**src/rtl/serial_rx_8b_pkg.sv**
```systemverilog
// Shared definitions for the serial receive path: FSM state encoding,
// frame constants and the idle level of the line.
package serial_pkg;

  typedef enum logic [2:0] {
    IDLE    = 3'd0,
    START   = 3'd1,
    DATA    = 3'd2,
    STOP    = 3'd3,
    WAIT_HI = 3'd4
  } state_t;

  localparam int   DATA_BITS = 8;
  localparam int   CPB_MIN   = 4;
  localparam logic LINE_IDLE = 1'b1;

endpackage

```
**src/rtl/serial_rx_8b_if.sv**
```systemverilog
// Receive-side bundle: serial line and bit-order select in, byte and
// status strobes out. The transmitter/test side uses master, the receiver slave.
interface serial_rx_8b_if;

  logic       SDI;
  logic       LSBF;
  logic [7:0] Q;
  logic       VALID;
  logic       FERR;
  logic       BUSY;

  modport master (
    output SDI,
    output LSBF,
    input  Q,
    input  VALID,
    input  FERR,
    input  BUSY
  );

  modport slave (
    input  SDI,
    input  LSBF,
    output Q,
    output VALID,
    output FERR,
    output BUSY
  );

endinterface

```
**src/rtl/serial_rx_8b_sync_2ff.sv**
```systemverilog
// Two-flop synchronizer for a single asynchronous input. The reset value is
// a parameter so an idle-high line does not look like activity out of reset.
module sync_2ff #(
  parameter logic RST_VAL = 1'b0
) (
  input  logic CLK,
  input  logic CLRb,
  input  logic d,
  output logic q
);

  logic meta_reg;
  logic sync_reg;

  // Shift the asynchronous input through two flops to settle metastability.
  always_ff @(posedge CLK or negedge CLRb) begin
    if (!CLRb) begin
      meta_reg <= RST_VAL;
      sync_reg <= RST_VAL;
    end else begin
      meta_reg <= d;
      sync_reg <= meta_reg;
    end
  end

  assign q = sync_reg;

endmodule

```
**src/rtl/serial_rx_8b.sv**
```systemverilog
// Serial-to-parallel receiver: start/8 data/stop frames at CPB clocks per bit,
// selectable bit order latched at start detect, one-cycle VALID/FERR strobes.
module serial_rx_8b
  import serial_pkg::*;
#(
  parameter int CPB = 16
) (
  input logic           CLK,
  input logic           CLRb,
  serial_rx_8b_if.slave bus
);

  localparam int TW    = $clog2(CPB);
  localparam int CNT_W = $clog2(DATA_BITS);

  localparam logic [TW-1:0]    HALF_LAST = TW'(CPB / 2 - 1);
  localparam logic [TW-1:0]    BIT_LAST  = TW'(CPB - 1);
  localparam logic [CNT_W-1:0] CNT_LAST  = CNT_W'(DATA_BITS - 1);

  // Elaboration-time guard on the bit period.
  if ((CPB % 2) != 0 || CPB < CPB_MIN) begin : g_bad_cpb
    $error("serial_rx_8b: CPB must be even and at least %0d", CPB_MIN);
  end

  logic                 sdi_s;
  state_t               state_reg;
  logic [TW-1:0]        timer_reg;
  logic [CNT_W-1:0]     bitcnt_reg;
  logic [DATA_BITS-1:0] shift_reg;
  logic                 lsbf_reg;
  logic [DATA_BITS-1:0] q_reg;
  logic                 valid_reg;
  logic                 ferr_reg;
  logic                 busy_reg;

  sync_2ff #(
    .RST_VAL (LINE_IDLE)
  ) u_sync_sdi (
    .CLK  (CLK),
    .CLRb (CLRb),
    .d    (bus.SDI),
    .q    (sdi_s)
  );

  // Frame FSM with bit timer, bit counter, shift buffer and registered outputs.
  always_ff @(posedge CLK or negedge CLRb) begin
    if (!CLRb) begin
      state_reg  <= IDLE;
      timer_reg  <= '0;
      bitcnt_reg <= '0;
      shift_reg  <= '0;
      lsbf_reg   <= 1'b0;
      q_reg      <= '0;
      valid_reg  <= 1'b0;
      ferr_reg   <= 1'b0;
      busy_reg   <= 1'b0;
    end else begin
      valid_reg <= 1'b0;
      ferr_reg  <= 1'b0;
      case (state_reg)
        IDLE: begin
          if (sdi_s != LINE_IDLE) begin
            state_reg <= START;
            timer_reg <= '0;
            lsbf_reg  <= bus.LSBF;
            busy_reg  <= 1'b1;
          end
        end
        START: begin
          // Re-check the start bit in its middle to reject short glitches.
          if (timer_reg == HALF_LAST) begin
            timer_reg <= '0;
            if (sdi_s == LINE_IDLE) begin
              state_reg <= IDLE;
              busy_reg  <= 1'b0;
            end else begin
              state_reg  <= DATA;
              bitcnt_reg <= '0;
            end
          end else begin
            timer_reg <= timer_reg + 1'b1;
          end
        end
        DATA: begin
          if (timer_reg == BIT_LAST) begin
            timer_reg <= '0;
            if (lsbf_reg) begin
              shift_reg <= {sdi_s, shift_reg[DATA_BITS-1:1]};
            end else begin
              shift_reg <= {shift_reg[DATA_BITS-2:0], sdi_s};
            end
            if (bitcnt_reg == CNT_LAST) begin
              state_reg <= STOP;
            end else begin
              bitcnt_reg <= bitcnt_reg + 1'b1;
            end
          end else begin
            timer_reg <= timer_reg + 1'b1;
          end
        end
        STOP: begin
          if (timer_reg == BIT_LAST) begin
            timer_reg <= '0;
            if (sdi_s == LINE_IDLE) begin
              q_reg     <= shift_reg;
              valid_reg <= 1'b1;
              state_reg <= IDLE;
              busy_reg  <= 1'b0;
            end else begin
              ferr_reg  <= 1'b1;
              state_reg <= WAIT_HI;
            end
          end else begin
            timer_reg <= timer_reg + 1'b1;
          end
        end
        WAIT_HI: begin
          // A line stuck low after a framing error must not look like a new start.
          if (sdi_s == LINE_IDLE) begin
            state_reg <= IDLE;
            busy_reg  <= 1'b0;
          end
        end
        default: begin
          state_reg <= IDLE;
          busy_reg  <= 1'b0;
        end
      endcase
    end
  end

  assign bus.Q     = q_reg;
  assign bus.VALID = valid_reg;
  assign bus.FERR  = ferr_reg;
  assign bus.BUSY  = busy_reg;

endmodule
```
**src/flat_wrapper.sv**
```systemverilog
// flat-port wrapper written by rule: the top's interface ports become plain ports
module serial_rx_8b_flat import serial_pkg::*;
#(
  parameter int CPB = 16
)
  (CLK, CLRb, bus_SDI, bus_LSBF, bus_Q, bus_VALID, bus_FERR, bus_BUSY);
  serial_rx_8b_if bus_i ();
  input logic CLK;
  input logic CLRb;
  input wire logic [$bits(bus_i.SDI)-1:0] bus_SDI;
  input wire logic [$bits(bus_i.LSBF)-1:0] bus_LSBF;
  output wire logic [$bits(bus_i.Q)-1:0] bus_Q;
  output wire logic [$bits(bus_i.VALID)-1:0] bus_VALID;
  output wire logic [$bits(bus_i.FERR)-1:0] bus_FERR;
  output wire logic [$bits(bus_i.BUSY)-1:0] bus_BUSY;
  assign bus_i.SDI = bus_SDI;
  assign bus_i.LSBF = bus_LSBF;
  assign bus_Q = bus_i.Q;
  assign bus_VALID = bus_i.VALID;
  assign bus_FERR = bus_i.FERR;
  assign bus_BUSY = bus_i.BUSY;
  serial_rx_8b #(.CPB(CPB)) u_core (.CLK(CLK), .CLRb(CLRb), .bus(bus_i));
endmodule
```
**config.mk**
```make
export PLATFORM = sky130hd
export DESIGN_NAME = serial_rx_8b_flat
export DESIGN_NICKNAME = d
export VERILOG_FILES = /design/src/rtl/serial_rx_8b_pkg.sv /design/src/rtl/serial_rx_8b_if.sv /design/src/rtl/serial_rx_8b_sync_2ff.sv /design/src/rtl/serial_rx_8b.sv /design/src/flat_wrapper.sv
export SDC_FILE = /design/constraint.sdc
export NUM_CORES = 1
export LEC_CHECK = 0
export BUFFER_PORTS_ARGS = -buffer_cell sky130_fd_sc_hd__buf_2
export CORE_MARGIN = 1.5
export CORE_UTILIZATION = 55
export DETAILED_ROUTE_END_ITERATION = 12
export GPL_TIMING_DRIVEN = 0
export PLACE_DENSITY = 0.84
export REMOVE_ABC_BUFFERS = 1
export SETUP_SLACK_MARGIN = 0.02
export SYNTH_ARGS = -nofsm -noshare
export SYNTH_HDL_FRONTEND = slang
export SYNTH_SLANG_ARGS = --single-unit
```
**constraint.sdc**
```tcl
create_clock -name CLK -period 2.9 [get_ports CLK]
set_input_delay 0.29 -clock CLK [delete_from_list [all_inputs] [get_ports CLK]]
set_output_delay 0.29 -clock CLK [all_outputs]
set_load 0.02 [all_outputs]
```
=== Word level (Yosys, flattened, before mapping) ===
Cells that the tools add are included.
Widths: inputs -> output; s select.

* Output and inout port bits: 11
* Bits of input ports: 4
* Word-level logic and storage cells: 71
* Register bits after elaboration: 32

* Equal/unequal tests: 15
* Muxes and demuxes: 30
* $add $sub $neg: 2
* Bitwise gates (word level): 2
* Reductions and logical operators: 11

{| class="wikitable"
|+ Operator list
! operator !! count
|-
| $mux 3 || 11
|-
| $pmux 3 s5 || 1
|-
| $mux 4 || 3
|-
| $pmux 4 s3 || 1
|-
| $mux 1 || 10
|-
| $mux 8 || 1
|-
| $ne 2x1->1 const B || 4
|-
| $ne 2x2->1 const B || 4
|-
| $eq 3x2->1 const B || 2
|-
| $eq 3x3->1 const B || 2
|-
| $pmux 3 s2 || 1
|-
| $reduce_and 2->1 || 3
|-
| $reduce_and 6->1 || 1
|-
| $pmux 1 s5 || 1
|-
| $reduce_and 5->1 || 1
|-
| $add 4x1->4 const B || 1
|-
| $eq 4x3->1 const B || 1
|-
| $eq 4x4->1 const B || 1
|-
| $reduce_and 4->1 || 1
|-
| $add 3x1->3 const B || 1
|-
| $eq 3x1->1 const B || 1
|-
| $logic_not 3->1 || 1
|-
| $reduce_and 3->1 || 1
|-
| $reduce_bool 3->1 || 1
|-
| 4 further kinds || 5
|}

=== Logic depth before layout (Yosys ltp) ===
Gate-level depths: netlist (run 1).

* Depth in word-level cells: 4
* Mapped depth: 6
* Gate-level depth less buffers: 5

=== Hierarchy ===
A second synthesis (run 1) with hierarchy kept.

* Cells, all modules: 122
* Area total of the unflattened synthesis: 1614.0 sq um

{| class="wikitable"
|+ Modules (own cells, without submodules)
! module !! seq. area each (sq um) !! cells each !! area an instance (sq um) !! instances
|-
| serial_rx_8b || 750.7 || 120 || 1561.5 || 1
|-
| sync_2ff || 52.6 || 2 || 52.6 || 1
|}

=== Worst setup path after synthesis (run 1) ===
OpenSTA, ideal clock, no wires.

* Path type: flip-flop to flip-flop
* From: reg u_core.timer_reg[0]
* To: reg u_core.q_reg[0] (netlist: u_core.bus.Q[0])
* Period minus slack after synthesis: 1.691 ns
* Slack: 1.209 ns
* Arrival time: 1.566 ns
* Cell stages (with the launch flop): 7
* Library setup time: 0.125 ns
* Path buffers: 1
* Cells stage by stage: dfrtp_1 ha_1 nand3_4 nor3b_2 and3_1 buf_6 mux2_2

* Cells in the longest elaborated chain, start to end: 2

{| class="wikitable"
|+ RTL lines
! element !! line !! source
|-
| start: declaration || serial_rx_8b.sv:27 || <nowiki>logic [TW-1:0] timer_reg;</nowiki>
|-
| start signal: assignment || serial_rx_8b.sv:81 || <nowiki>timer_reg <= timer_reg + 1'b1;</nowiki>
|-
| start signal: assignment || serial_rx_8b.sv:98 || <nowiki>timer_reg <= timer_reg + 1'b1;</nowiki>
|-
| start signal: assignment || serial_rx_8b.sv:114 || <nowiki>timer_reg <= timer_reg + 1'b1;</nowiki>
|-
| $eq 4x4->1 || serial_rx_8b.sv:102 || <nowiki>if (timer_reg == BIT_LAST) begin</nowiki>
|-
| $reduce_and 3->1 (no source line) || - ||
|-
| end signal: assignment || serial_rx_8b.sv:105 || <nowiki>q_reg <= shift_reg;</nowiki>
|-
| end: declaration || serial_rx_8b.sv:31 || <nowiki>logic [DATA_BITS-1:0] q_reg;</nowiki>
|}

Every way passes these cells.
A chain may end at the register's enable or synchronous reset.

=== Worst setup path after layout (run 1) ===
* From: reg u_core.timer_reg[0]
* To: reg u_core.q_reg[1] (netlist: u_core.bus.Q[1])

Same word-level chain as after synthesis.

==> results.yml, run 1 <==
run_status:
  status: "finished, final reports clean"
worst_setup_path:
  critPathMaxFanout: 9
  crit_chain: "ha_1, nand3_4, nor3b_2, and3_1, mux2_2"
  rrSetupSlack_ns: 0.83
  cp.depth: 5
  reg2reg_depth: 5
  cp_slowest_stage_delay_ns: 0.46
  timing.rr.start: "u_core.timer_reg[0]$_DFFE_PN0P_"
  critPathCaptureType: "register"
  critPathTopFamily: "simple AND/OR/NAND/NOR gates"
  path_class: "register to register"
  cp-start-kind: "register"
  required_ns: 3.12
  worst_r2r_endpoint: "u_core.bus.Q[1]$_DFFE_PN0P_"
  crit_path_end: "u_core.bus.Q[1]$_DFFE_PN0P_"
  crit_start: "u_core.timer_reg[0]$_DFFE_PN0P_"
  path_buf_inv: 0
  slowest_stage: "and3_1"
  worstPathArrival_ns: 2.29
power_and_ir_drop:
  netSwitchingFraction_pct: 34.7
  pwr-share-comb_pct: 25.7
  p_per_area_nw_per_um2: 903
  cellLeakagePower_nw: 0.782
  p_clk_share_pct: 23.2
  p_seq_share_pct: 51.1
  p_int_mw: 0.947
  p_switching_mw: 0.503
  irDropWorstVdd_mv: 0.669
  p_total_mw: 1.45
clocking:
  cts-buffers-inserted: 5
  cts_setup_buffers: 0
  cts_tree: "yes"
  path_clk_slew_ns: 0.10
  h-tree-depth: 2
  cts_buffer_depth: 2
  numClockSinks: 32
  cts-root-buf: "clkbuf_4"
  clkLatencyLatePin_ns: 0.34
final_layout:
  fill_cells: 185
  n_antenna_cell: 0
  fin_nets: 141
  drive_gt1_share_pct: 28.9
  area_growth_syn_to_layout_pct: 9.10
  post-route-util_pct: 64.2
sta:
  maxClockFrequency_ghz: 0.484
  timing.final.crit_share_pct: 71.3
  setup_tns_ns: 0
  setup_viol: 0
  slew_headroom_pct: 34.2
  fin_ws_ns: 0.834
  finClkSkew_ns: 0.0127
  rsz0062_at_grt: "false"
  finalHoldViolations: 0
  tightest_slew_ns: 0.982
  fin_crit_ns: 2.07
  drv_slew: 0
flow_run:
  max_cap_viol_count: 0
routing:
  route.detailed.drc: 0
  drtIter0Drc: 26
  wl_per_cell_um: 15.3
  drt-total-wl_mm: 2.53
  ant_nets: 0
  vias_per_cell: 5.79
  dr.pass1.iters: 4
  vias: 955
synthesis:
  ys_async_sr_fraction_pct: 100
  synth_common_cells: "30 x dfrtp_1, 14 x nor2_1, 11 x a21oi_1, 10 x mux2_2, 9 x mux2i_1"
  synth_top_area_share_pct: 51.0
  syn-cell-area_um2: 1470
  netlist_instances: 120
  yosysWarningCount: 0
  yosys_register_bits: 32
  synth_ff_type: "dfrtp_1"
  synth_top_area_cell: "dfrtp_1"
  synth-edff-count: 0
  synth_most_common_cell: "dfrtp_1"
  synth.area.top_cells: "dfrtp_1 51%, mux2_2 7.7%, mux2i_1 6.1%"
  ys_types: 33
  seq_area_frac_synth_pct: 54.6
  syn_area_per_cell_um2: 12.3
placed_design:
  dp_hpwl_mm: 1.75
  pre_cts_ws_ns: 0.842
  place.gp.congestion: 0.747
  io_buffer_count: 14
global_routing:
  overflow: 0
  track_usage_pct: 21.1
  antenna_found_initial: 0
  grt_pass1_vias: 877
  grt_pass1_wl_mm: 4.28
  grt_max_degree: 33
hold_path:
  holdCritPathClass: "primary input to register"
floorplanning:
  die_h_um: 54.7
  die_w_um: 54.7
  start_util_pct: 58.9
  core_um2: 2500
  io_pins: 15
  rows: 18
  die_area_um2: 2990
==> metal layers <==
layer / GRT usage (%) / wire (um) / part of all wire [%] / vias up
met5: 0 / 0 / 0 / -
met4: 12.5 / 49 / 1.9 / 0
met3: 4.92 / 154 / 6.1 / 7
met2: 30.6 / 1240 / 49 / 31
met1: 28.8 / 1080 / 43 / 458
li1: - / - / - / 459
==> placed cells by master, fill, tap and decap left out, drive strengths merged, types with 3 or more instances in the layout <==
cell type	count
nor2	14
a22o	3
ha	3
a21oi	11
mux2	10
mux2i	9
clkbuf	5
nand2	6
buf	14
dfrtp	30
==> kinds of logic after synthesis <==
logic type,after synthesis,synth area share (%)
flops,32,54.6
buf+inv,10,4.85
xor+xnor,1,0.595
mux,19,13.8
simple gates,31,12.5
fa+ha+maj,4,3.23
compound gates,23,10.5
==> timing repair <==
action,in CTS,in global routing
hold buffers,1,0
hold endpoints to repair,17,0
resized for setup,0,0
==> cell type report <==
type                       instances  area (um^2)  share of cell area, %
clock buffer                       5         37.5                   2.34
clock inverter                     3         42.5                   2.65
inverter                           2         7.51                  0.468
multi-input combinational         78          597                   37.2
sequential                        32          803                   50.0
tap                               30         37.5                   2.34
timing repair buffer              15         80.1                   4.99
==> worst reg2reg max path, delay by kind of cell, from the launching register on <==
| family | cells | cell delay (ns) |
|---|---|---|
| adders and majority gates | 1 | 0.29 |
| DFF | 1 | 0.41 |
| muxes | 1 | 0.39 |
| and+or+nand+nor | 3 | 0.86 |
==> through the flow <==
stage          hold slack [ns]  area, um^2  instances
2_1_floorplan         -0.00559        1410        112
3_3_place_gp             0.347        1520        156
3_5_place_dp             0.349        1520        156
4_1_cts                 0.0343        1610        165
5_1_grt                 0.0319        1610        165
6_report                0.0481        1610        165
==> how the worst min path moves through the flow <==
stage | from | end | slack [ns] | cells past startpoint
after floorplan | CLRb | u_core.bitcnt_reg[0]$_DFFE_PN0P_ | -0.006 | 0
after global placement | u_core.u_sync_sdi.meta_reg$_DFF_PN1_ | u_core.u_sync_sdi.q$_DFF_PN1_ | 0.35 | 0
after detailed placement | u_core.u_sync_sdi.meta_reg$_DFF_PN1_ | u_core.u_sync_sdi.q$_DFF_PN1_ | 0.35 | 0
after CTS | bus_SDI | u_core.u_sync_sdi.meta_reg$_DFF_PN1_ | 0.03 | 1
after global routing | bus_SDI | u_core.u_sync_sdi.meta_reg$_DFF_PN1_ | 0.03 | 1
final | bus_SDI | u_core.u_sync_sdi.meta_reg$_DFF_PN1_ | 0.05 | 1
==> power groups by stage <==
stage	registers, mW	clock network, mW	logic, mW
floorplan	0.723	0	0.286
finish	0.741	0.336	0.373
global placement	0.736	0	0.348
CTS	0.740	0.342	0.377
global route	0.764	0.358	0.420
detailed placement	0.749	0	0.375
Note: power is estimated with default switching activity, not from simulation.
==> inputs of run 2 (changes only) <==
--- a/config.mk
+++ b/config.mk
@@ -5,12 +5,13 @@
 export SDC_FILE = /design/constraint.sdc
 export NUM_CORES = 1
 export LEC_CHECK = 0
+export ABC_AREA = 1
 export BUFFER_PORTS_ARGS = -buffer_cell sky130_fd_sc_hd__buf_2
 export CORE_MARGIN = 1.5
-export CORE_UTILIZATION = 55
+export CORE_UTILIZATION = 52
 export DETAILED_ROUTE_END_ITERATION = 12
 export GPL_TIMING_DRIVEN = 0
-export PLACE_DENSITY = 0.84
+export PLACE_DENSITY = 0.83
 export REMOVE_ABC_BUFFERS = 1
 export SETUP_SLACK_MARGIN = 0.02
 export SYNTH_ARGS = -nofsm -noshare
==> constraint.sdc (replaced) <==
create_clock -name CLK -period 1.8 [get_ports CLK]
set_input_delay 0.18 -clock CLK [delete_from_list [all_inputs] [get_ports CLK]]
set_output_delay 0.18 -clock CLK [all_outputs]
set_load 0.02 [all_outputs]
==> results.yml, run 2 <==
run_status:
  status: "finished, final reports clean"
routing:
  drt-total-wl_mm: 2.82
  vias_per_cell: 5.46
  route.detailed.drc: 0
  vias: 1235
  drtIter0Drc: 53
  ant_nets: 0
  wl_per_cell_um: 12.5
  dr.pass1.iters: 4
synthesis:
  seq_area_frac_synth_pct: 51.6
  synth-compound-area-share_pct: 13.9
  netlist_instances: 175
  synth_most_common_cell: "nand2_1"
  yosysWarningCount: 0
  syn_area_per_cell_um2: 8.90
  synthAdderAreaFrac_pct: 2.41
  synth_top_area_share_pct: 48.2
  synth.area.top_cells: "dfrtp_1 48%, nand2_1 12%, inv_1 5.3%"
  ys_async_sr_fraction_pct: 100
  synth_top_area_cell: "dfrtp_1"
  yosys_register_bits: 32
  synth_ff_type: "dfrtp_1"
  synth_top_family_by_area: "simple AND/OR/NAND/NOR gates"
  synth-xor-area-share_pct: 0.562
  synth_common_cells: "48 x nand2_1, 30 x dfrtp_1, 22 x inv_1, 13 x o21ai_0, 12 x nand3_1"
  synth-edff-count: 0
  syn-cell-area_um2: 1560
  synthSimpleGateAreaFrac_pct: 24.0
  synth_mux_area_share_pct: 0
  ys_types: 26
hold_path:
  hold_path_startpoint: "bus_LSBF"
  holdCritPathClass: "primary input to register"
global_routing:
  grt_pass1_wl_mm: 4.91
  grt_util_met2_pct: 32.6
  grt_max_degree: 33
  grt_util_met3_pct: 5.36
  grtUsageMet1_pct: 23.0
  overflow: 0
  top_usage_layer: "met2"
  antenna_found_initial: 0
  grt_pass1_vias: 1177
  track_usage_pct: 19.3
sta:
  tightest_slew_ns: 0.681
  maxClockFrequency_ghz: 0.657
  drv_slew: 0
  slew_headroom_pct: 54.6
  fin_ws_ns: 0.277
  fin_crit_ns: 1.52
  setup_tns_ns: 0
  timing.final.crit_share_pct: 84.6
  finClkSkew_ns: 0.00971
  setup_viol: 0
  finalHoldViolations: 0
  rsz0062_at_grt: "false"
worst_setup_path:
  critPathCaptureType: "register"
  worstPathArrival_ns: 1.75
  critPathMaxFanout: 17
  required_ns: 2.03
  cp-start-kind: "register"
  timing.rr.start: "u_core.timer_reg[0]$_DFFE_PN0P_"
  rrSetupSlack_ns: 0.28
  crit_start: "u_core.timer_reg[0]$_DFFE_PN0P_"
  path_class: "register to register"
power_and_ir_drop:
  p_total_mw: 2.15
  cellLeakagePower_nw: 0.920
  p_per_area_nw_per_um2: 1240
  irDropWorstVdd_mv: 0.671
final_layout:
  multiInputGateArea_um2: 637
  seqCellArea_um2: 803
  drive_gt1_share_pct: 21.5
  post-route-util_pct: 61.5
  area_growth_syn_to_layout_pct: 10.7
  fin_nets: 201
  n_antenna_cell: 0
  fin_cells: 226
  fill_cells: 242
  most-common-layout-cells: "48 x nand2_1, 30 x dfrtp_1, 22 x inv_1, 14 x buf_2, 13 x o21ai_0"
  final_common_cell: "nand2_1"
clocking:
  cts_tree: "yes"
  cts_buffer_depth: 2
  h-tree-depth: 2
  cts-root-buf: "clkbuf_4"
  post_cts_resize_count: 0
  numClockSinks: 32
  clkLatencyLatePin_ns: 0.34
  cts_setup_buffers: 0
  ctsHoldBuffers: 2
  path_clk_slew_ns: 0.10
  cts-buffers-inserted: 5
placed_design:
  dp_hpwl_mm: 2.04
  pre_cts_ws_ns: 0.294
  io_buffer_count: 14
  place.gp.congestion: 0.829
  dp.cells: 216
floorplanning:
  start_util_pct: 55.5
  rows: 19
  die_h_um: 57.7
  die_w_um: 57.7
  die_area_um2: 3330
  core_um2: 2810
  io_pins: 15
flow_run:
  max_cap_viol_count: 0
[run 2: cell types whose count changed after synthesis, moves of 3 or more]
cell and delta:
a21oi_1 -10, a22o_1 -3, inv_1 +20, mux2_2 -10
mux2i_1 -9, nand2_1 +42, nand2_2 +3, nand3_1 +11
nor2_1 -6, o211ai_1 +8, o21ai_0 +12, o21ai_2 +8
[run 2: kinds of logic after synthesis]
kind of cell	after synthesis
XOR/XNOR	1
AO/OA/AOI/OAI	32
AND/OR/NAND/NOR	80
flip-flops	32
adder cells (fa/ha/maj)	3
buffers and inverters	27
[run 2: power by group]
| part | leakage, nW | internal [mW] | total [mW] | switching (mW) |
|---|---|---|---|---|
| clock network | 0.0386 | 0.230 | 0.463 | 0.234 |
| logic | 0.455 | 0.247 | 0.696 | 0.449 |
| registers | 0.426 | 0.831 | 0.987 | 0.156 |
| total | 0.920 | 1.31 | 2.15 | 0.839 |
[run 2: cell type report]
class | count | area share [%]
Tap cell | 31 | 2.25
Clock buffer | 8 | 3.99
Inverter | 23 | 5.01
Sequential cell | 32 | 46.6
Multi-Input combinational cell | 116 | 36.9
Timing Repair Buffer | 16 | 5.22
[run 2: routing by layer]
metal  wire [um]  part of all wire, %  vias to the layer above
li1            -                    -                      606
met1        1220                   43                      592
met2        1390                   49                       30
met3         141                  5.0                        7
met4          64                  2.3                        0
met5           0                    0                        -
[run 2: metrics by stage]
stage	hold slack (ns)	instance area, um^2
2_1_floorplan	-0.116	1530
3_3_place_gp	0.254	1640
3_5_place_dp	0.268	1640
4_1_cts	0.0448	1720
5_1_grt	0.0666	1720
6_report	0.0557	1720
[run 2: worst max-delay path, stage by stage (launching register included)]
cell	delay, ns
dfrtp_1	0.42
ha_1	0.23
nand3_2	0.18
inv_1	0.15
nand3_4	0.21
nand2_1	0.16
o21ai_2	0.07
[run 2: worst paths after layout]
kind	end	cells past startpoint
max	u_core.bus.Q[6]$_DFFE_PN0P_	6
min	u_core.lsbf_reg$_DFFE_PN0P_	3
max reg2reg	u_core.bus.Q[6]$_DFFE_PN0P_	6
min reg2reg	u_core.u_sync_sdi.q$_DFF_PN1_	0
max in group asynchronous	u_core.shift_reg[0]$_DFFE_PN0P_	2
min in group asynchronous	u_core.bus.Q[0]$_DFFE_PN0P_	2
==> inputs of run 3 (changes only) <==
--- a/config.mk
+++ b/config.mk
@@ -5,13 +5,13 @@
 export SDC_FILE = /design/constraint.sdc
 export NUM_CORES = 1
 export LEC_CHECK = 0
-export ABC_AREA = 1
+export ABC_AREA = 0
 export BUFFER_PORTS_ARGS = -buffer_cell sky130_fd_sc_hd__buf_2
 export CORE_MARGIN = 1.5
-export CORE_UTILIZATION = 52
+export CORE_UTILIZATION = 55
 export DETAILED_ROUTE_END_ITERATION = 12
 export GPL_TIMING_DRIVEN = 0
-export PLACE_DENSITY = 0.83
+export PLACE_DENSITY = 0.84
 export REMOVE_ABC_BUFFERS = 1
 export SETUP_SLACK_MARGIN = 0.02
 export SYNTH_ARGS = -nofsm -noshare
==> constraint.sdc (replaced) <==
create_clock -name CLK -period 1.6 [get_ports CLK]
set_input_delay 0.16 -clock CLK [delete_from_list [all_inputs] [get_ports CLK]]
set_output_delay 0.16 -clock CLK [all_outputs]
set_load 0.02 [all_outputs]
==> results.yml, run 3 (same netlist as run 1, synthesis figures left out) <==
routing:
  dr.pass1.iters: 4
  ant_nets: 0
  route.detailed.drc: 0
  vias: 1038
  drtIter0Drc: 30
  drt-total-wl_mm: 3.25
  vias_per_cell: 5.86
  wl_per_cell_um: 18.4
power_and_ir_drop:
  irDropWorstVdd_mv: 1.28
  cellLeakagePower_nw: 0.860
  p_per_area_nw_per_um2: 1610
worst_setup_path:
  cp-start-kind: "register"
  critPathMaxFanout: 5
  rrSetupSlack_ns: -0.14
  reg2reg_depth: 5
  crit_chain: "ha_4, nand3_4, nor3b_4, and3_4, mux2_4"
  required_ns: 1.83
  timing.rr.start: "u_core.timer_reg[0]$_DFFE_PN0P_"
  slowest_stage: "dfrtp_1"
  worstPathArrival_ns: 1.97
  cp_slowest_stage_delay_ns: 0.44
  cp.depth: 5
  crit_start: "u_core.timer_reg[0]$_DFFE_PN0P_"
  critPathTopFamily: "simple AND/OR/NAND/NOR gates"
  crit_path_end: "u_core.bus.Q[1]$_DFFE_PN0P_"
  critPathCaptureType: "register"
  path_buf_inv: 0
  worst_r2r_endpoint: "u_core.bus.Q[1]$_DFFE_PN0P_"
  path_class: "register to register"
floorplanning:
  core_um2: 2500
  die_h_um: 54.7
  io_pins: 15
  die_w_um: 54.7
  start_util_pct: 58.9
  die_area_um2: 2990
  rows: 18
clocking:
  numClockSinks: 32
  cts-root-buf: "clkbuf_4"
  cts_buffer_depth: 2
  h-tree-depth: 2
  cts_tree: "yes"
  cts-buffers-inserted: 5
  path_clk_slew_ns: 0.11
  clkLatencyLatePin_ns: 0.35
global_routing:
  track_usage_pct: 25.2
  grt_pass1_vias: 990
  grt_pass1_wl_mm: 4.97
  overflow: 0
  grt_max_degree: 33
  antenna_found_initial: 0
hold_path:
  holdCritPathClass: "primary input to register"
  min_path_cells: 2
sta:
  maxClockFrequency_ghz: 0.575
  setup_viol: 10
  finClkSkew_ns: 0.0134
  hold_ws_ns: 0.0650
  finalHoldViolations: 0
  rsz0062_at_grt: "true"
  fin_ws_ns: -0.138
  drv_slew: 0
  timing.final.crit_share_pct: 109
  fin_crit_ns: 1.74
  slew_headroom_pct: 53.3
  tightest_slew_ns: 0.700
placed_design:
  io_buffer_count: 14
  place.gp.congestion: 0.747
  dp_hpwl_mm: 1.75
  dp.cells: 156
final_layout:
  area_growth_syn_to_layout_pct: 22.9
  final_common_cell: "dfrtp_1"
  fin_cells: 177
  drive_gt1_share_pct: 39.5
  fill_cells: 152
  n_antenna_cell: 0
  multiInputGateArea_um2: 687
  most-common-layout-cells: "28 x dfrtp_1, 14 x nor2_1, 14 x buf_2, 10 x a21oi_1, 9 x mux2i_1"
  fin_nets: 153
  seqCellArea_um2: 806
run_status:
  violations: "negative setup slack"
  status: "finished with violations"
flow_run:
  max_cap_viol_count: 0
==> run 3: report_power, final <==
part	switching, mW	total (mW)	internal, mW
sequential	0.358	1.39	1.03
combinational	0.401	0.900	0.499
clock	0.293	0.619	0.326
==> run 3: worst reg2reg max path: stages, from the launching register on <==
cell and delay [ns]:
dfrtp_1 0.44, ha_4 0.18, nand3_4 0.08, nor3b_4 0.30, and3_4 0.31, mux2_4 0.31
==> run 3: cell type report <==
class | count | share of cell area (%)
clock buffers | 5 | 2.08
clock inverters | 3 | 2.35
inverters | 2 | 0.415
multi-input cells | 79 | 38.0
flip-flops and latches | 32 | 44.6
well taps | 30 | 2.08
repair buffers | 26 | 10.5
==> run 3: worst min path at each step <==
stage	startpoint	end	slack, ns
floorplan	CLRb	u_core.bitcnt_reg[0]$_DFFE_PN0P_	-0.14
global placement	CLRb	u_core.timer_reg[3]$_DFFE_PN0P_	0.23
detailed placement	CLRb	u_core.timer_reg[3]$_DFFE_PN0P_	0.25
CTS	bus_LSBF	u_core.lsbf_reg$_DFFE_PN0P_	0.06
global route	bus_LSBF	u_core.lsbf_reg$_DFFE_PN0P_	0.06
finish	bus_LSBF	u_core.lsbf_reg$_DFFE_PN0P_	0.06
==> run 3: through the flow <==
step                      instance area [um^2]  TNS, ns  utilization, %  setup slack, ns  power, mW
after global routing                      1810    -1.72            72.3           -0.175       3.05
final                                     1810   -0.968            72.3           -0.138       2.91
after detailed placement                  1520    -6.30            60.6           -0.458       2.04
after floorplan                           1410    -1.39               -           -0.174       1.83
after global placement                    1520    -4.50            60.6           -0.374       1.96
after CTS                                 1760   -0.412            70.4          -0.0536       2.79
==> run 3: timing repair <==
item	in CTS	in global routing
hold buffers	2	0
endpoints found under the setup margin	20	21
hold endpoints to repair	31	0
resized for setup	14	8
pin swaps	4	3
buffers inserted	7	3
gates cloned	1	0
==> run 3: metal layers <==
metal	share of wire, %	track usage (%)	up-vias
met1	42	31.5	518
met3	5.7	7.38	7
met5	0	0	-
met4	1.3	8.75	0
li1	-	-	479
met2	51	41.5	34
